**src/rtl/rng_mine_placer.sv**
```systemverilog
// rng_mine_placer
//   Places exactly min(in_mines_num, MAXM) distinct mines on a ROWS x COLS board.
//   A registered LCG draws one candidate cell per mine. If that cell is taken,
//   the probe pointer walks linearly (with wrap) until it finds a free cell.
//   One placement decision is made per clock. Control is a start/busy/done handshake.
//
//   Optional feature macro: RNG_MINE_PLACER_SAFE_CELL_EN
//     defined   -> in_safe_idx exists and is latched at start. That cell is treated as
//                  occupied but is never reported as a mine. MAXM = CELLS-1.
//     undefined -> every cell is eligible. MAXM = CELLS.
//
// Ports
//   in_clka       clock, all logic on posedge
//   in_reset      synchronous active-high reset
//   in_start      start request, only honoured in IDLE
//   in_seed       LCG start value X0
//   in_mult       LCG multiplier a (latched)
//   in_increment  LCG increment c (latched)
//   in_mines_num  requested mine count (clamped to MAXM, latched)
//   in_safe_idx   never-mined cell (macro builds only)
//   out_mines     bit i set -> mine at cell i (row-major, i = r*COLS + c)
//   out_busy      high while placing
//   out_done      one-cycle completion pulse
//   out_placed    number of mines placed so far
module rng_mine_placer #(
  parameter int ROWS   = 5,
  parameter int COLS   = 5,
  parameter int SEED_W = 16,
  localparam int CELLS = ROWS * COLS,
  localparam int IDX_W = (CELLS > 1) ? $clog2(CELLS) : 1,
  localparam int CNT_W = $clog2(CELLS + 1)
) (
  input  logic              in_clka,
  input  logic              in_reset,
  input  logic              in_start,
  input  logic [SEED_W-1:0] in_seed,
  input  logic [SEED_W-1:0] in_mult,
  input  logic [SEED_W-1:0] in_increment,
  input  logic [CNT_W-1:0]  in_mines_num,
`ifdef RNG_MINE_PLACER_SAFE_CELL_EN
  input  logic [IDX_W-1:0]  in_safe_idx,
`endif
  output logic [CELLS-1:0]  out_mines,
  output logic              out_busy,
  output logic              out_done,
  output logic [CNT_W-1:0]  out_placed
);

  typedef enum logic [1:0] {S_IDLE, S_DRAW, S_DONE} state_t;

`ifdef RNG_MINE_PLACER_SAFE_CELL_EN
  localparam logic [CNT_W-1:0] MAXM = CNT_W'(CELLS - 1);
`else
  localparam logic [CNT_W-1:0] MAXM = CNT_W'(CELLS);
`endif

  state_t             state_q, state_d;
  logic [SEED_W-1:0]  lcg_q, lcg_d;
  logic [SEED_W-1:0]  mult_q, mult_d;
  logic [SEED_W-1:0]  incr_q, incr_d;
  logic [CNT_W-1:0]   target_q, target_d;
  logic [IDX_W-1:0]   probe_q, probe_d;
  logic [CELLS-1:0]   mines_q, mines_d;
  logic [CNT_W-1:0]   placed_q, placed_d;
  logic               busy_q, busy_d;
  logic               done_q, done_d;
`ifdef RNG_MINE_PLACER_SAFE_CELL_EN
  logic [IDX_W-1:0]   safe_q, safe_d;
`endif

  // Product deliberately truncated to SEED_W bits (mod 2^SEED_W).
  function automatic logic [SEED_W-1:0] lcg_next(input logic [SEED_W-1:0] a,
                                                 input logic [SEED_W-1:0] x,
                                                 input logic [SEED_W-1:0] c);
    logic [SEED_W-1:0] r;
    r = a * x + c;
    return r;
  endfunction

  // Scale the top byte of the LCG state onto 0..CELLS-1 without a divider.
  function automatic logic [IDX_W-1:0] cell_idx(input logic [SEED_W-1:0] x);
    logic [15:0] scaled;
    scaled = 16'(x[SEED_W-1 -: 8]) * 16'(CELLS);
    return IDX_W'(scaled[15:8]);
  endfunction

  logic              cell_free;
  logic [SEED_W-1:0] lcg_adv;
  logic [SEED_W-1:0] lcg_first;

  always_comb begin
    state_d   = state_q;
    lcg_d     = lcg_q;
    mult_d    = mult_q;
    incr_d    = incr_q;
    target_d  = target_q;
    probe_d   = probe_q;
    mines_d   = mines_q;
    placed_d  = placed_q;
    busy_d    = busy_q;
    done_d    = 1'b0;
`ifdef RNG_MINE_PLACER_SAFE_CELL_EN
    safe_d    = safe_q;
    cell_free = (mines_q[probe_q] == 1'b0) && (probe_q != safe_q);
`else
    cell_free = (mines_q[probe_q] == 1'b0);
`endif
    lcg_adv   = lcg_next(mult_q, lcg_q, incr_q);
    lcg_first = lcg_next(in_mult, in_seed, in_increment);

    case (state_q)
      S_IDLE: begin
        if (in_start) begin
          mult_d   = in_mult;
          incr_d   = in_increment;
          target_d = (in_mines_num > MAXM) ? MAXM : in_mines_num;
`ifdef RNG_MINE_PLACER_SAFE_CELL_EN
          safe_d   = in_safe_idx;
`endif
          lcg_d    = lcg_first;
          probe_d  = cell_idx(lcg_first);
          mines_d  = '0;
          placed_d = '0;
          busy_d   = 1'b1;
          state_d  = S_DRAW;
        end
      end
      S_DRAW: begin
        if (placed_q == target_q) begin
          state_d = S_DONE;
        end else if (cell_free) begin
          mines_d[probe_q] = 1'b1;
          placed_d = placed_q + CNT_W'(1);
          lcg_d    = lcg_adv;
          probe_d  = cell_idx(lcg_adv);
        end else begin
          // Collision: keep the LCG, step the probe with wrap-around.
          probe_d = (probe_q == IDX_W'(CELLS - 1)) ? '0 : probe_q + IDX_W'(1);
        end
      end
      S_DONE: begin
        done_d  = 1'b1;
        busy_d  = 1'b0;
        state_d = S_IDLE;
      end
      default: state_d = S_IDLE;
    endcase
  end

  always_ff @(posedge in_clka) begin
    if (in_reset) begin
      state_q  <= S_IDLE;
      lcg_q    <= '0;
      mult_q   <= '0;
      incr_q   <= '0;
      target_q <= '0;
      probe_q  <= '0;
      mines_q  <= '0;
      placed_q <= '0;
      busy_q   <= 1'b0;
      done_q   <= 1'b0;
`ifdef RNG_MINE_PLACER_SAFE_CELL_EN
      safe_q   <= '0;
`endif
    end else begin
      state_q  <= state_d;
      lcg_q    <= lcg_d;
      mult_q   <= mult_d;
      incr_q   <= incr_d;
      target_q <= target_d;
      probe_q  <= probe_d;
      mines_q  <= mines_d;
      placed_q <= placed_d;
      busy_q   <= busy_d;
      done_q   <= done_d;
`ifdef RNG_MINE_PLACER_SAFE_CELL_EN
      safe_q   <= safe_d;
`endif
    end
  end

  assign out_mines  = mines_q;
  assign out_busy   = busy_q;
  assign out_done   = done_q;
  assign out_placed = placed_q;

endmodule

```
**config.mk**
```make
export PLATFORM = sky130hd
export DESIGN_NAME = rng_mine_placer
export DESIGN_NICKNAME = d
export VERILOG_FILES = /design/src/rtl/rng_mine_placer.sv
export SDC_FILE = /design/constraint.sdc
export NUM_CORES = 1
export LEC_CHECK = 0
export ABC_AREA = 0
export ABC_CLOCK_PERIOD_IN_PS = 9100
export BUFFER_PORTS_ARGS = -buffer_cell sky130_fd_sc_hd__buf_2
export CELL_PAD_IN_SITES_DETAIL_PLACEMENT = 0
export CELL_PAD_IN_SITES_GLOBAL_PLACEMENT = 2
export CORE_UTILIZATION = 39
export CTS_CLUSTER_SIZE = 28
export DETAILED_ROUTE_END_ITERATION = 10
export PLACE_DENSITY_LB_ADDON = 0.1
export SLEW_MARGIN = 20
export SYNTH_ARGS = -nofsm -noshare
export SYNTH_HDL_FRONTEND = slang
export SYNTH_SLANG_ARGS = --single-unit
export TNS_END_PERCENT = 5
```
**constraint.sdc**
```tcl
create_clock -name in_clka -period 9.1 [get_ports in_clka]
set_input_delay 0 -clock in_clka [delete_from_list [all_inputs] [get_ports in_clka]]
set_output_delay 0 -clock in_clka [all_outputs]
set_load 0.05 [all_outputs]
```
==> impl_metrics.py, run 1 <==
metrics = {
    "route": {
        "drt-total-wl_um": 37210,
        "drc_errors": 0,
        "num_vias": 10550,
        "wl_per_cell_um": 17.09,
        "dr.pass1.iters": 5,
        "postRouteAntennaNets": 0,
        "drt-initial-drc-count": 397,
        "viasPerCell": 4.845,
    },
    "placed_design": {
        "dpl-instance-area_um2": 14570,
        "dp.cells": 2133,
        "port-buffer-count": 87,
        "place_congestion": 0.8153,
        "dp_hpwl_um": 30040,
    },
    "synthesis": {
        "synth_edf_count": 0,
        "synth_cells": 1649,
        "yosysSeqAreaShare_pct": 13.39,
        "ys_types": 65,
        "yosys_warnings": 0,
        "synth_top_area_share_pct": 27.95,
        "syn-num-nets": 2058,
        "ys_seq_elements": 92,
        "ys_top_cells_by_count": "inv_1, nand2_1, fa_1, ha_1, and2_1",
        "synthArstFlopShare_pct": 0,
        "synth_largest_area_cell": "fa_1",
        "avgSynthCellArea_um2": 8.341,
        "synth_area_um2": 13750,
        "yosysMostFrequentCell": "inv_1",
        "ys_top_cells_by_area": "fa_1, ha_1, dfxtp_1, inv_1, nand2_1",
        "synth-main-ff-cell": "dfxtp_1",
    },
    "critical_path": {
        "crit_fanout": 16,
        "crit_top_cell": "fa_1",
        "crit_path_end_kind": "register",
        "critPathKind": "register to register",
        "timing.rr.start": "lcg_q[1]$_SDFFE_PP0P_",
        "critical_path_required_ns": 9.36,
        "worstPathArrival_ns": 8.73,
        "cp-start-kind": "register",
        "cpMaxStageDelayCell": "dfxtp_1",
        "r2r_setup_slack_ns": 0.63,
        "crit_start": "lcg_q[1]$_SDFFE_PP0P_",
        "slowest_delay_ns": 0.68,
    },
    "timing": {
        "report.final.slew_viol_count": 0,
        "tightest_slew_ns": 1.036,
        "hold_violations": 0,
        "period_needed_ns": 8.471,
        "setup_viol": 0,
        "finalClockSkew_ns": 0.01837,
        "rsz0062_at_grt": "false",
        "fmax_mhz": 118.1,
        "relSlewSlack_pct": 30.77,
        "setup_tns_ns": 0,
        "finalCritPeriodShare_pct": 93.09,
    },
    "cts": {
        "cts_buffer_depth": 2,
        "cts_tree": "done",
        "cts.sink_count": 92,
        "worstSkewPairLatency_ns": 0.37,
        "path_clk_slew_ns": 0.08,
        "htree_levels": 3,
        "cts_resized": 0,
        "root_buffer": "clkbuf_16",
        "cts_buffers": 9,
    },
    "die": {
        "die_height_um": 189.8,
        "die-area_um2": 36020,
        "dieWidth_um": 189.8,
        "io_pins": 88,
        "num_rows": 68,
        "initial_utilization_pct": 39.72,
        "coreArea_um2": 34630,
    },
    "global_routing": {
        "grt_max_degree": 49,
        "grt_pass1_wl_um": 60110,
        "grt_pass1_vias": 10780,
        "gr-total-overflow": 0,
        "grt_antenna_before_repair": 0,
        "grt_util_all_layers_pct": 21.69,
    },
    "status": {
        "status": "complete, no violations",
    },
    "cells_and_area": {
        "stdcell_count": 2177,
        "nFillCells": 3555,
        "nets": 2126,
        "fin_area_um2": 15160,
        "antenna_cells": 0,
        "syn_to_final_growth_pct": 10.23,
        "drive_above_1_share_pct": 7.782,
    },
    "job": {
        "max-cap-violations": 0,
    },
    "worst_hold_path": {
        "min_from": "in_mult[9]",
        "hold_class": "input port to register",
    },
}
==> sequential cells by signal, indices dropped and copies added (netlist names), 2 cells and up <==
signal and flops:
target_q 5, incr_q 16, probe_q 5, lcg_q 16
out_mines 25, mult_q 16, state_q 2, out_placed 5
==> logic make-up (layout without fill, tap and decap cells) <==
kind of cell	after synthesis	after routing	share of synthesized area (%)
simple gates	509	509	16.89
mux	19	19	1.938
flops	92	92	13.39
xor+xnor	98	98	6.240
fa+ha+maj	353	353	42.59
compound gates	169	169	7.714
buf+inv	409	482	11.23
==> cell usage in the layout, fill, tap and decap left out, types with 5 or more instances in the layout <==
master / count
a21o_1: 8
a21oi_1: 85
and2_1: 97
buf_2: 87
buf_4: 9
clkbuf_16: 9
dfxtp_1: 92
dlygate4sd3_1: 28
fa_1: 192
ha_1: 161
inv_1: 342
mux2i_1: 12
mux4_2: 6
nand2_1: 284
nand2b_1: 5
nand3_1: 9
nand4_1: 6
nor2_1: 61
nor2b_1: 6
nor3_1: 15
nor3b_1: 6
o21a_1: 5
o21ai_0: 26
o21ai_1: 5
or3_1: 5
xnor2_1: 72
xor2_1: 26
==> final cells by class <==
type / instances / area, um2 / share of cell area, %
multi-input cells: 1148 / 10370 / 68.41
flip-flops and latches: 92 / 1842 / 12.15
inverters: 342 / 1284 / 8.467
repair buffers: 124 / 783.3 / 5.166
well taps: 455 / 569.3 / 3.755
clock buffers: 9 / 225.2 / 1.485
clock inverters: 7 / 86.33 / 0.5694
==> worst max-delay path: cells and delay by family, from the launching register on <==
kind / cells / cell delay [ns]
adder cells (fa/ha/maj): 11 / 4.73
AND/OR/NAND/NOR: 7 / 1.25
AO/OA/AOI/OAI: 6 / 1.06
flip-flops: 1 / 0.68
XOR/XNOR: 1 / 0.25
buffers and inverters: 5 / 0.23
multiplexers: 1 / 0.18
==> layer usage <==
layer	global-route usage (%)	up-vias	routed length, um
li1	-	5171	-
met3	1.420	32	774
met5	0	-	0
met2	34.81	160	17060
met1	31.55	5185	18760
met4	5.614	0	614
==> stage by stage <==
stage                     hold slack, ns  setup slack (ns)  utilization [%]
after CTS                       0.002715            0.5610            43.79
after detailed placement          0.2441            0.5566            42.08
after global placement            0.2342            0.7042            42.08
final                            0.02388            0.6293            43.79
after global routing             0.02898           0.02586            43.79
after floorplan                  0.08934             1.137                -
==> path summary, 6_finish.rpt <==
check	depth (start not counted)	to
worst max-delay path	31	probe_q[4]$_SDFFE_PP0P_
worst min register to register	2	incr_q[12]$_SDFFE_PP0P_
worst min-delay path	3	mult_q[9]$_SDFFE_PP0P_
worst max register to register	31	probe_q[4]$_SDFFE_PP0P_
==> repair_timing <==
action                     CTS  global route
hold buffers                28             0
hold endpoints to repair    28             0
setup endpoints to repair    0             0
buffers inserted             0             0
Power of run 1 is not shown: default switching activity piles up to over one toggle a cycle in this logic, so the estimate is an artifact.
==> inputs of run 2 (changes only) <==
--- a/config.mk
+++ b/config.mk
@@ -10,6 +10,7 @@
 export BUFFER_PORTS_ARGS = -buffer_cell sky130_fd_sc_hd__buf_2
 export CELL_PAD_IN_SITES_DETAIL_PLACEMENT = 0
 export CELL_PAD_IN_SITES_GLOBAL_PLACEMENT = 2
+export CORE_MARGIN = 5
 export CORE_UTILIZATION = 39
 export CTS_CLUSTER_SIZE = 28
 export DETAILED_ROUTE_END_ITERATION = 10
==> impl_metrics.py, run 2 (synthesis gave the netlist of run 1 again) <==
metrics = {
    "status": {
        "status": "complete, no violations",
    },
    "cells_and_area": {
        "layout_common_cells": "inv_1, nand2_1, fa_1, ha_1, and2_1",
        "drive_above_1_share_pct": 7.835,
        "nFillCells": 3654,
        "final_util_pct": 43.63,
        "final_common_cell": "inv_1",
        "nets": 2127,
        "syn_to_final_growth_pct": 10.12,
        "largest_reg_flops": 25,
        "antenna_cells": 0,
        "stdcell_count": 2178,
    },
    "cts": {
        "worstSkewPairLatency_ns": 0.37,
        "path_clk_slew_ns": 0.07,
        "cts_buffer_depth": 2,
        "htree_levels": 3,
        "cts.sink_count": 92,
        "cts_tree": "done",
        "cts_resized": 0,
        "holdBufCountCts": 28,
        "cts_buffers": 9,
        "root_buffer": "clkbuf_16",
        "cts_setup_buffers": 0,
    },
    "worst_hold_path": {
        "min_from": "in_mult[9]",
        "hold_class": "input port to register",
        "holdPathEnd": "mult_q[9]$_SDFFE_PP0P_",
        "hold_path_depth": 3,
    },
    "global_routing": {
        "grt_max_degree": 49,
        "grt_antenna_before_repair": 0,
        "grt_pass1_vias": 11110,
        "grt_pass1_wl_um": 61400,
        "grt_util_all_layers_pct": 19.87,
        "gr-total-overflow": 0,
    },
    "timing": {
        "hold_violations": 0,
        "finalCritPeriodShare_pct": 93.36,
        "rsz0062_at_grt": "false",
        "finalClockSkew_ns": 0.01997,
        "setup_viol": 0,
        "relSlewSlack_pct": 36.04,
        "tightest_slew_ns": 0.9570,
        "fmax_mhz": 117.7,
        "hold_ws_ns": 0.03070,
        "report.final.slew_viol_count": 0,
        "setup_tns_ns": 0,
        "period_needed_ns": 8.496,
    },
    "route": {
        "drt-total-wl_um": 37770,
        "drt-initial-drc-count": 305,
        "postRouteAntennaNets": 0,
        "wl_per_cell_um": 17.34,
        "viasPerCell": 4.872,
        "dr.pass1.iters": 5,
        "drc_errors": 0,
        "num_vias": 10610,
    },
    "die": {
        "dieWidth_um": 197.8,
        "coreArea_um2": 34710,
        "num_rows": 68,
        "io_pins": 88,
        "die-area_um2": 39120,
        "die_height_um": 197.8,
        "initial_utilization_pct": 39.62,
    },
    "critical_path": {
        "cp-start-kind": "register",
        "timing.rr.start": "lcg_q[1]$_SDFFE_PP0P_",
        "crit_fanout": 16,
        "cpMaxStageDelayCell": "dfxtp_1",
        "r2r_cells": 31,
        "crit_path_end_kind": "register",
        "worstPathArrival_ns": 8.75,
        "critPathKind": "register to register",
        "critical_path_required_ns": 9.36,
        "timing.rr.end": "probe_q[4]$_SDFFE_PP0P_",
        "r2r_setup_slack_ns": 0.60,
        "slowest_delay_ns": 0.69,
        "crit_top_cell": "fa_1",
    },
    "placed_design": {
        "port-buffer-count": 87,
        "dp_hpwl_um": 30560,
        "place_congestion": 0.8038,
        "dp.cells": 2134,
    },
    "job": {
        "max-cap-violations": 0,
    },
}
==> run 2: how the worst max path moves through the flow <==
stage / startpoint / to / slack [ns] / depth (start not counted)
detailed placement: lcg_q[1]$_SDFFE_PP0P_ / probe_q[4]$_SDFFE_PP0P_ / 0.56 / 31
global route: lcg_q[1]$_SDFFE_PP0P_ / probe_q[4]$_SDFFE_PP0P_ / 0.04 / 31
global placement: lcg_q[1]$_SDFFE_PP0P_ / probe_q[4]$_SDFFE_PP0P_ / 0.70 / 31
floorplan: lcg_q[1]$_SDFFE_PP0P_ / probe_q[4]$_SDFFE_PP0P_ / 1.14 / 32
CTS: lcg_q[1]$_SDFFE_PP0P_ / probe_q[4]$_SDFFE_PP0P_ / 0.56 / 31
finish: lcg_q[1]$_SDFFE_PP0P_ / probe_q[4]$_SDFFE_PP0P_ / 0.60 / 31
==> run 2: cell type report <==
class	instances	area (um2)	area share (%)
inverter	342	1284	8.476
sequential	92	1842	12.16
clock inverter	7	62.56	0.4131
timing repair buffer	125	790.8	5.221
multi-input combinational	1148	10370	68.48
tap	455	569.3	3.759
clock buffer	9	225.2	1.487
==> run 2: critical path: cells and delay by family (launching register included) <==
family	cells	cell delay, ns
flip-flops	1	0.69
adder cells (fa/ha/maj)	11	4.74
XOR/XNOR	1	0.23
AND/OR/NAND/NOR	7	1.26
multiplexers	1	0.17
AO/OA/AOI/OAI	6	1.08
buffers and inverters	5	0.23
==> run 2: layer usage <==
| layer | track usage (%) | wire length (um) | share of wire [%] | up-vias |
|---|---|---|---|---|
| met1 | 28.91 | 18780 | 50 | 5265 |
| met4 | 4.463 | 630 | 1.7 | 0 |
| met5 | 0 | 0 | 0 | - |
| li1 | - | - | - | 5171 |
| met3 | 1.446 | 828 | 2.2 | 34 |
| met2 | 32.55 | 17520 | 46 | 141 |
==> run 2: metrics by stage <==
| stage | cell area (um2) | setup WS, ns |
|---|---|---|
| after detailed placement | 14580 | 0.5576 |
| after floorplan | 13750 | 1.137 |
| after global placement | 14580 | 0.6981 |
| after global routing | 15150 | 0.03631 |
| final | 15150 | 0.6039 |
| after CTS | 15150 | 0.5552 |
Power of run 2 is left out for the same reason.
==> inputs of run 3 (changes only) <==
--- a/config.mk
+++ b/config.mk
@@ -14,8 +14,7 @@
 export CORE_UTILIZATION = 39
 export CTS_CLUSTER_SIZE = 28
 export DETAILED_ROUTE_END_ITERATION = 10
-export PLACE_DENSITY_LB_ADDON = 0.1
-export SLEW_MARGIN = 20
+export PLACE_DENSITY_LB_ADDON = 0.05
 export SYNTH_ARGS = -nofsm -noshare
 export SYNTH_HDL_FRONTEND = slang
 export SYNTH_SLANG_ARGS = --single-unit
==> impl_metrics.py, run 3 (synthesis gave the netlist of run 1 again) <==
metrics = {
    "placed_design": {
        "place_congestion": 0.8310,
        "dp_hpwl_um": 30760,
        "dpl-instance-area_um2": 14600,
        "port-buffer-count": 87,
    },
    "route": {
        "drt-total-wl_um": 38110,
        "drc_errors": 0,
        "drt-initial-drc-count": 421,
        "dr.pass1.iters": 5,
        "num_vias": 10560,
        "postRouteAntennaNets": 0,
        "viasPerCell": 4.840,
        "wl_per_cell_um": 17.48,
    },
    "worst_hold_path": {
        "min_from": "in_mult[9]",
        "hold_path_depth": 3,
        "hold_class": "input port to register",
    },
    "die": {
        "num_rows": 68,
        "initial_utilization_pct": 39.62,
        "io_pins": 88,
        "coreArea_um2": 34710,
        "dieWidth_um": 197.8,
        "die-area_um2": 39120,
        "die_height_um": 197.8,
    },
    "timing": {
        "period_needed_ns": 8.397,
        "hold_ws_ns": 0.01770,
        "finalClockSkew_ns": 0.01229,
        "hold_violations": 0,
        "tightest_slew_ns": 0.9895,
        "fmax_mhz": 119.1,
        "setup_tns_ns": 0,
        "rsz0062_at_grt": "false",
        "report.final.slew_viol_count": 0,
        "relSlewSlack_pct": 33.88,
        "setup_viol": 0,
        "finalCritPeriodShare_pct": 92.28,
    },
    "critical_path": {
        "critical_path_required_ns": 9.36,
        "crit_start": "lcg_q[3]$_SDFFE_PP0P_",
        "cp-start-kind": "register",
        "timing.rr.start": "lcg_q[3]$_SDFFE_PP0P_",
        "cp.depth": 31,
        "r2r_cells": 31,
        "crit_fanout": 14,
        "r2r_setup_slack_ns": 0.70,
        "crit_top_cell": "fa_1",
        "critPathKind": "register to register",
        "crit_family": "adder cells",
        "crit_path_end_kind": "register",
        "cp_num_buf_inv": 5,
        "timing.rr.end": "probe_q[4]$_SDFFE_PP0P_",
        "slowest_delay_ns": 0.63,
        "cpMaxStageDelayCell": "dfxtp_1",
        "worstPathArrival_ns": 8.65,
        "critical_path.endpoint": "probe_q[4]$_SDFFE_PP0P_",
    },
    "cells_and_area": {
        "final_util_pct": 43.70,
        "nets": 2130,
        "nFillCells": 3597,
        "fin_area_um2": 15170,
        "final_common_cell": "inv_1",
        "antenna_cells": 0,
        "syn_to_final_growth_pct": 10.28,
        "largest_reg_flops": 25,
        "layout_common_cells": "inv_1, nand2_1, fa_1, ha_1, and2_1",
        "drive_above_1_share_pct": 7.995,
    },
    "cts": {
        "cts_resized": 0,
        "cts_buffers": 9,
        "cts.sink_count": 92,
        "worstSkewPairLatency_ns": 0.36,
        "htree_levels": 3,
        "root_buffer": "clkbuf_16",
        "cts_tree": "done",
        "cts_buffer_depth": 2,
        "cts_setup_buffers": 0,
        "holdBufCountCts": 28,
        "path_clk_slew_ns": 0.08,
    },
    "global_routing": {
        "grt_max_degree": 49,
        "grt_antenna_before_repair": 0,
        "grt_util_all_layers_pct": 20.13,
        "grt_pass1_vias": 11060,
        "gr-total-overflow": 0,
        "grt_pass1_wl_um": 61760,
    },
    "job": {
        "max-cap-violations": 0,
    },
    "status": {
        "status": "complete, no violations",
    },
}
[run 3: layout make-up]
type	instances	area (um2)	share of cell area, %
Tap cell	455	569.3	3.753
Multi-Input combinational cell	1148	10370	68.38
Sequential cell	92	1842	12.14
Inverter	342	1284	8.463
Timing Repair Buffer	128	813.3	5.362
Clock buffer	9	225.2	1.485
Clock inverter	7	62.56	0.4124
[run 3: stage by stage]
| stage | setup slack [ns] | std cells |
|---|---|---|
| finish | 0.7026 | 2181 |
| global route | 0.1543 | 2181 |
| CTS | 0.6329 | 2181 |
| detailed placement | 0.6492 | 2137 |
| global placement | 0.8142 | 2137 |
| floorplan | 1.137 | 1649 |
[run 3: how the worst min path moves through the flow]
stage | end | slack [ns]
3_3_place_gp | target_q[0]$_SDFFE_PP0P_ | 0.24
6_report | mult_q[9]$_SDFFE_PP0P_ | 0.02
2_1_floorplan | state_q[0]$_SDFFE_PP0P_ | 0.09
5_1_grt | mult_q[9]$_SDFFE_PP0P_ | 0.03
4_1_cts | mult_q[9]$_SDFFE_PP0P_ | 0.002
3_5_place_dp | target_q[0]$_SDFFE_PP0P_ | 0.25
[run 3: worst min-delay path, cell delays in order]
cell	delay [ns]
buf_2	0.18
nand2_1	0.08
a21oi_1	0.05
[run 3: layer usage]
metal  share of wire, %  vias up  track usage (%)
met4                1.1        0            3.622
met1                 50     5196            29.90
met2                 46      152            32.89
met3                2.7       25            1.208
met5                  0        -                0
li1                   -     5183                -
Power of run 3 is left out for the same reason.
